**config.mk**
```make
export PLATFORM = sky130hd
export DESIGN_NAME = log_scroll_ctrl
export DESIGN_NICKNAME = d
export VERILOG_FILES = /design/src/rtl/log_pkg.sv /design/src/rtl/log_scroll_ctrl.sv
export SDC_FILE = /design/constraint.sdc
export NUM_CORES = 1
export LEC_CHECK = 0
export ABC_AREA = 1
export BUFFER_PORTS_ARGS = -buffer_cell sky130_fd_sc_hd__buf_2
export CAP_MARGIN = 20
export CORE_ASPECT_RATIO = 1.5
export CORE_MARGIN = 2
export CORE_UTILIZATION = 34
export CTS_BUF_LIST = sky130_fd_sc_hd__clkbuf_8
export DETAILED_ROUTE_END_ITERATION = 10
export GPL_TIMING_DRIVEN = 0
export PLACE_DENSITY = 0.62
export SETUP_SLACK_MARGIN = 0.5
export SLEW_MARGIN = 20
export SYNTH_ARGS = -nofsm -noshare
export SYNTH_HDL_FRONTEND = slang
export SYNTH_SLANG_ARGS = --single-unit
```
**constraint.sdc**
```tcl
create_clock -name clk -period 3.16 [get_ports clk]
set_clock_uncertainty 0.15 [all_clocks]
set_input_delay 0.158 -clock clk [delete_from_list [all_inputs] [get_ports clk]]
set_output_delay 0.158 -clock clk [all_outputs]
set_load 0.1 [all_outputs]
```
**src/rtl/log_pkg.sv**
```systemverilog
// Shared definitions for the log display write-side controller.
//   state_t    : controller FSM states
//   OP_*       : command opcodes carried on cmd_op
//   LOG_*      : default geometry of the log RAM
//   COLS/ROWS/N: pixel geometry derived from the defaults
package log_pkg;

    typedef enum logic [1:0] {
        IDLE  = 2'd0,
        COPY  = 2'd1,
        FLUSH = 2'd2,
        CLEAR = 2'd3
    } state_t;

    localparam logic OP_PIXEL  = 1'b0;
    localparam logic OP_SCROLL = 1'b1;

    localparam int LOG_ADDR_WIDTH = 10;
    localparam int LOG_DATA_WIDTH = 2;
    localparam int LOG_COL_BITS   = 5;

    localparam int COLS = 2 ** LOG_COL_BITS;
    localparam int ROWS = 2 ** (LOG_ADDR_WIDTH - LOG_COL_BITS);
    localparam int N    = 2 ** LOG_ADDR_WIDTH;

endpackage

```
**src/rtl/log_scroll_ctrl.sv**
```systemverilog
// Write-side controller for the log display RAM.
// Pixel commands write one pixel into the bottom row. A scroll command copies
// every row up by one through the RAM read port, then fills the bottom row
// with CLEAR_COLOR.
//
// State table
//   IDLE  | accepting commands; pixel writes issue from here
//   COPY  | one read per cycle from row 1 upwards; writes trail by one cycle
//   FLUSH | no read; the last copy write completes
//   CLEAR | bottom row written with CLEAR_COLOR, one pixel per cycle
//
// Ports
//   clk, reset              clock, synchronous active-high reset
//   cmd_valid/cmd_ready     command handshake (ready only in IDLE)
//   cmd_op/cmd_col/cmd_data command fields (col/data used by PIXEL)
//   busy, scroll_done       scroll in progress / 1-cycle completion pulse
//   ram_we/addr_w/din       RAM write port
//   ram_addr_r/ram_dout     RAM read port (1-cycle registered read)
module log_scroll_ctrl
    import log_pkg::*;
#(
    parameter int                    ADDR_WIDTH  = LOG_ADDR_WIDTH,
    parameter int                    DATA_WIDTH  = LOG_DATA_WIDTH,
    parameter int                    COL_BITS    = LOG_COL_BITS,
    parameter logic [DATA_WIDTH-1:0] CLEAR_COLOR = '0
) (
    input  logic                  clk,
    input  logic                  reset,
    input  logic                  cmd_valid,
    output logic                  cmd_ready,
    input  logic                  cmd_op,
    input  logic [COL_BITS-1:0]   cmd_col,
    input  logic [DATA_WIDTH-1:0] cmd_data,
    output logic                  busy,
    output logic                  scroll_done,
    output logic                  ram_we,
    output logic [ADDR_WIDTH-1:0] ram_addr_w,
    output logic [DATA_WIDTH-1:0] ram_din,
    output logic [ADDR_WIDTH-1:0] ram_addr_r,
    input  logic [DATA_WIDTH-1:0] ram_dout
);

    localparam int NPIX = 2 ** ADDR_WIDTH;
    localparam int NCOL = 2 ** COL_BITS;
    localparam int NROW = NPIX / NCOL;

    localparam logic [ADDR_WIDTH-1:0] LAST_ADDR   = ADDR_WIDTH'(NPIX - 1);
    localparam logic [ADDR_WIDTH-1:0] BOTTOM_BASE = ADDR_WIDTH'(NPIX - NCOL);
    // First address of row 1; also the row offset between read and write.
    localparam logic [ADDR_WIDTH-1:0] FIRST_RD    = ADDR_WIDTH'(NCOL);

    state_t                state;
    state_t                state_nx;
    logic                  accept;
    logic                  src_copy;
    logic [DATA_WIDTH-1:0] data_q;

    assign cmd_ready = (state == IDLE);
    assign accept    = cmd_valid & cmd_ready;

    // Copy writes take the RAM read data straight through; everything else
    // writes the registered pixel/clear value.
    assign ram_din = src_copy ? ram_dout : data_q;

    always_comb begin
        state_nx = state;
        case (state)
            IDLE: begin
                if (accept && cmd_op == OP_SCROLL) begin
                    state_nx = (NROW > 1) ? COPY : FLUSH;
                end
            end
            COPY: begin
                if (ram_addr_r == LAST_ADDR) begin
                    state_nx = FLUSH;
                end
            end
            FLUSH: begin
                state_nx = CLEAR;
            end
            CLEAR: begin
                if (ram_addr_w == LAST_ADDR) begin
                    state_nx = IDLE;
                end
            end
            default: begin
                state_nx = IDLE;
            end
        endcase
    end

    always_ff @(posedge clk) begin
        if (reset) begin
            state <= IDLE;
        end else begin
            state <= state_nx;
        end
    end

    always_ff @(posedge clk) begin
        if (reset) begin
            ram_we      <= 1'b0;
            ram_addr_w  <= '0;
            ram_addr_r  <= '0;
            busy        <= 1'b0;
            scroll_done <= 1'b0;
            src_copy    <= 1'b0;
            data_q      <= '0;
        end else begin
            ram_we      <= 1'b0;
            scroll_done <= 1'b0;
            src_copy    <= 1'b0;
            case (state)
                IDLE: begin
                    if (accept) begin
                        if (cmd_op == OP_PIXEL) begin
                            ram_we     <= 1'b1;
                            ram_addr_w <= BOTTOM_BASE | ADDR_WIDTH'(cmd_col);
                            data_q     <= cmd_data;
                        end else begin
                            busy <= 1'b1;
                            if (NROW > 1) begin
                                ram_addr_r <= FIRST_RD;
                            end
                        end
                    end
                end
                COPY: begin
                    // Write lands one row above the address read this cycle.
                    ram_we     <= 1'b1;
                    ram_addr_w <= ram_addr_r - FIRST_RD;
                    src_copy   <= 1'b1;
                    if (ram_addr_r != LAST_ADDR) begin
                        ram_addr_r <= ram_addr_r + ADDR_WIDTH'(1);
                    end
                end
                FLUSH: begin
                    ram_we     <= 1'b1;
                    ram_addr_w <= BOTTOM_BASE;
                    data_q     <= CLEAR_COLOR;
                end
                CLEAR: begin
                    if (ram_addr_w != LAST_ADDR) begin
                        ram_we     <= 1'b1;
                        ram_addr_w <= ram_addr_w + ADDR_WIDTH'(1);
                    end else begin
                        busy        <= 1'b0;
                        scroll_done <= 1'b1;
                    end
                end
                default: begin
                end
            endcase
        end
    end

endmodule

```
==> insert_results.sql <==
INSERT INTO impl_metrics (metric_group, metric, value, unit) VALUES
('status', 'status', 'finished, final reports clean', ''),
('detailed_routing', 'average_wire_per_cell_in_the_routed_design', '12.40', 'µm'),
('floorplanning', 'io_pins', '39', ''),
('clocking', 'max-clock-path-buffers', '2', ''),
('timing', 'maximum_frequency_from_static_timing_analysis', '0.4393', 'GHz'),
('synth', 'netlist.top_cell.by_area', 'sky130_fd_sc_hd__dfxtp_1', ''),
('timing', 'setup_viol', '0', ''),
('synth', 'syn_nets', '332', ''),
('clocking', 'root_buffer_selected_by_cts', 'sky130_fd_sc_hd__clkbuf_8', ''),
('detailed_routing', 'drt-vias-per-instance', '4.934', ''),
('global_routing', 'grt_max_degree', '17', ''),
('floorplanning', 'rows', '33', ''),
('synth', 'yosysWarningCount', '0', ''),
('synth', 'synth_seq_cells', '28', ''),
('timing', 'timing.final.max_slew_violations', '0', ''),
('global_routing', 'first_global_vias', '1926', ''),
('placement', 'routabilityCongestion', '0.8889', ''),
('synth', 'post-synth-top-area-fraction', '28.72', '%'),
('timing', 'fraction_of_the_cycle_the_final_worst_path_needs', '72.03', '%'),
('synth', 'synth_cells', '310', ''),
('timing', 'finalHoldViolCount', '0', ''),
('finish', 'fin_nets', '378', ''),
('floorplanning', 'fp.coreArea', '0.005492', 'mm²'),
('synth', 'syn-mean-instance-area', '6.296', 'µm²'),
('setup_path', 'worst_setup_path_start_kind', 'register', ''),
('finish', 'layout-drive-gt1-share', '20.00', '%'),
('synth', 'post_synth_num_cell_types', '28', ''),
('clocking', 'clkSinkCount', '28', ''),
('global_routing', 'grt_antenna_before_repair', '0', ''),
('detailed_routing', 'num_vias', '2097', ''),
('synth', 'number_of_enable_type_register_cells_in_the_synthesized_netlist', '0', ''),
('synth', 'synth_top_flop_cell', 'sky130_fd_sc_hd__dfxtp_1', ''),
('clocking', 'post_cts_buffers', '0', ''),
('clocking', 'clk_pin_slew_worst_paths', '110', 'ps'),
('global_routing', 'grt_pass1_wl', '8818', 'µm'),
('global_routing', 'global_route_usage_over_all_layers', '17.14', '%'),
('setup_path', 'worstPathMaxFanout', '5', ''),
('synth', 'yosysSeqAreaShare', '28.72', '%'),
('floorplanning', 'die_h', '96.80', 'µm'),
('clocking', 'clock_network_latency_to_the_later_pin_of_the_worst_skew_pair', '280', 'ps'),
('detailed_routing', 'final_routed_wirelength_across_all_metal_layers', '5269', 'µm'),
('clocking', 'cts_buffers', '3', ''),
('synth', 'netlist_top_cells_area', 'sky130_fd_sc_hd__dfxtp_1 (29%), sky130_fd_sc_hd__nand2_1 (15%), sky130_fd_sc_hd__nor2_1 (9.4%)', ''),
('finish', 'final_util', '42.45', '%'),
('global_routing', 'global_route.overflow_total', '0', ''),
('setup_path', 'required_time_at_the_endpoint_of_the_critical_path', '3190', 'ps'),
('detailed_routing', 'final_antenna_net_count', '0', ''),
('placement', 'dp_hpwl', '4058', 'µm'),
('min_path', 'worst_hold_path_type', 'input port to register', ''),
('timing', 'post-route-min-period', '2276', 'ps'),
('timing', 'timing.setup.tns', '0', 'ps'),
('synth', 'most_used_standard_cell_by_instance_count_after_synthesis', 'sky130_fd_sc_hd__nand2_1', ''),
('setup_path', 'crit_path_end_kind', 'register', ''),
('detailed_routing', 'drt_pass1_iterations', '4', ''),
('floorplanning', 'fp.dieArea', '0.006375', 'mm²'),
('finish', 'synthToLayoutAreaGrowth', '19.42', '%'),
('setup_path', 'worstPathArrival', '2310', 'ps'),
('timing', 'worst-slew-pin-transition', '583.8', 'ps'),
('floorplanning', 'initial_utilization', '35.54', '%'),
('finish', 'n_antenna_cell', '0', ''),
('detailed_routing', 'post-route-drc-count', '0', ''),
('timing', 'rsz0062_at_grt', 'no', ''),
('clocking', 'cts_tree', 'done', ''),
('timing', 'timing.slew.headroom', '61.08', '%'),
('synth', 'synth_commonest_cells', 'sky130_fd_sc_hd__nand2_1 (77), sky130_fd_sc_hd__nor2_1 (49), sky130_fd_sc_hd__inv_1 (33), sky130_fd_sc_hd__a21oi_1 (32), sky130_fd_sc_hd__nand3_1 (31)', ''),
('synth', 'synth_async_sr_flop_share', '0', '%'),
('detailed_routing', 'drt_first_iter_violations', '117', ''),
('placement', 'portBuffers', '38', ''),
('clocking', 'cts.htree.levels', '1', ''),
('synth', 'synthesis.area', '0.001952', 'mm²'),
('floorplanning', 'chipWidth', '65.87', 'µm'),
('clocking', 'cts.repair.resized', '0', ''),
('run', 'max-cap-violations', '0', ''),
('setup_path', 'worst-setup-path-type', 'register to register', '');
what timing repair did:
action                                  in CTS  in global routing
hold endpoints to repair                     4                  0
hold buffers                                 3                  0
endpoints found under the setup margin       0                  0
path summary, 6_finish.rpt:
path	cells past startpoint	slack, ps	startpoint	to
worst min register to register	2	320	data_q[0]$_SDFFE_PP0P_	data_q[0]$_SDFFE_PP0P_
worst min-delay path	4	60	cmd_col[2]	ram_addr_w[2]$_SDFFE_PP0P_
worst max register to register	8	880	state[1]$_SDFFE_PP0P_	data_q[1]$_SDFFE_PP0P_
worst max-delay path	8	880	state[1]$_SDFFE_PP0P_	data_q[1]$_SDFFE_PP0P_
kinds of logic after synthesis:
group | count (synthesis) | share of synthesized area (%)
xor gates and xnor gates | 1 | 0.4488
AOI/OAI and AO/OA | 50 | 14.42
buffers and inverters | 45 | 9.872
and+or+nand+nor | 175 | 39.62
muxes | 2 | 1.154
adders and majority gates | 9 | 5.769
DFF | 28 | 28.72
critical path, cell delays in order (launching register included):
cell and delay [ps]:
sky130_fd_sc_hd__dfxtp_1 350, sky130_fd_sc_hd__inv_1 130, sky130_fd_sc_hd__ha_1 270, sky130_fd_sc_hd__inv_1 100
sky130_fd_sc_hd__nor3_1 380, sky130_fd_sc_hd__a21oi_1 110, sky130_fd_sc_hd__nand2_1 90, sky130_fd_sc_hd__a21oi_1 50
sky130_fd_sc_hd__dlygate4sd3_1 540
placed cells by master, fill, tap and decap left out:
master,n
sky130_fd_sc_hd__buf_4,2
sky130_fd_sc_hd__inv_1,33
sky130_fd_sc_hd__ha_1,9
sky130_fd_sc_hd__o21ai_2,5
sky130_fd_sc_hd__a21oi_1,32
sky130_fd_sc_hd__clkbuf_8,3
sky130_fd_sc_hd__mux2_2,2
sky130_fd_sc_hd__nor2_2,4
sky130_fd_sc_hd__bufinv_16,1
sky130_fd_sc_hd__buf_2,42
sky130_fd_sc_hd__nor2_4,1
sky130_fd_sc_hd__nand3_1,31
sky130_fd_sc_hd__nor2_1,49
sky130_fd_sc_hd__a21oi_2,1
sky130_fd_sc_hd__nand4_1,3
sky130_fd_sc_hd__nand2_2,1
sky130_fd_sc_hd__xor2_1,1
sky130_fd_sc_hd__nor3_1,4
sky130_fd_sc_hd__o22ai_1,1
sky130_fd_sc_hd__dlygate4sd3_1,3
sky130_fd_sc_hd__nand4_4,1
sky130_fd_sc_hd__buf_8,1
sky130_fd_sc_hd__clkbuf_1,2
sky130_fd_sc_hd__o211ai_1,1
sky130_fd_sc_hd__dfxtp_1,28
sky130_fd_sc_hd__nand2_1,77
sky130_fd_sc_hd__inv_2,3
sky130_fd_sc_hd__o21a_1,2
sky130_fd_sc_hd__nand3_2,2
sky130_fd_sc_hd__o21ai_0,8
sky130_fd_sc_hd__nand2_4,2
layout make-up:
cell class	count	area, µm²
tap	70	87.58
multi-input combinational	237	1199
timing repair buffer	41	220.2
fill	604	3161
buffer	9	57.56
clock inverter	1	30.03
inverter	36	135.1
sequential	28	560.5
clock buffer	3	41.29
stage by stage:
stage | instances | area [µm²] | setup WS, ps | hold slack, ps
3_5_place_dp | 418 | 2230 | 1271 | 269.9
2_1_floorplan | 310 | 1952 | 724.8 | 77.07
4_1_cts | 425 | 2331 | 883.2 | 67.41
5_1_grt | 425 | 2331 | 586.7 | 65.26
6_report | 425 | 2331 | 883.8 | 58.91
3_3_place_gp | 418 | 2230 | 1292 | 264.9
metal layers:
| layer | vias up | wire length (µm) | track usage (%) |
|---|---|---|---|
| met2 | 45 | 2641 | 29.99 |
| met5 | - | 0 | 0 |
| li1 | 1089 | - | - |
| met1 | 957 | 2366 | 21.76 |
| met3 | 6 | 163 | 1.163 |
| met4 | 0 | 98 | 5.449 |
registers in the layout, indices dropped and copies added (netlist names):
register	cells
ram_addr_r	10
ram_addr_w	10
data_q	2
state	2
busy	1
ram_we	1
scroll_done	1
src_copy	1
Power is left out: the tool's default activity adds up to more than one toggle a clock period on the data nets, which glitch-free logic cannot reach.
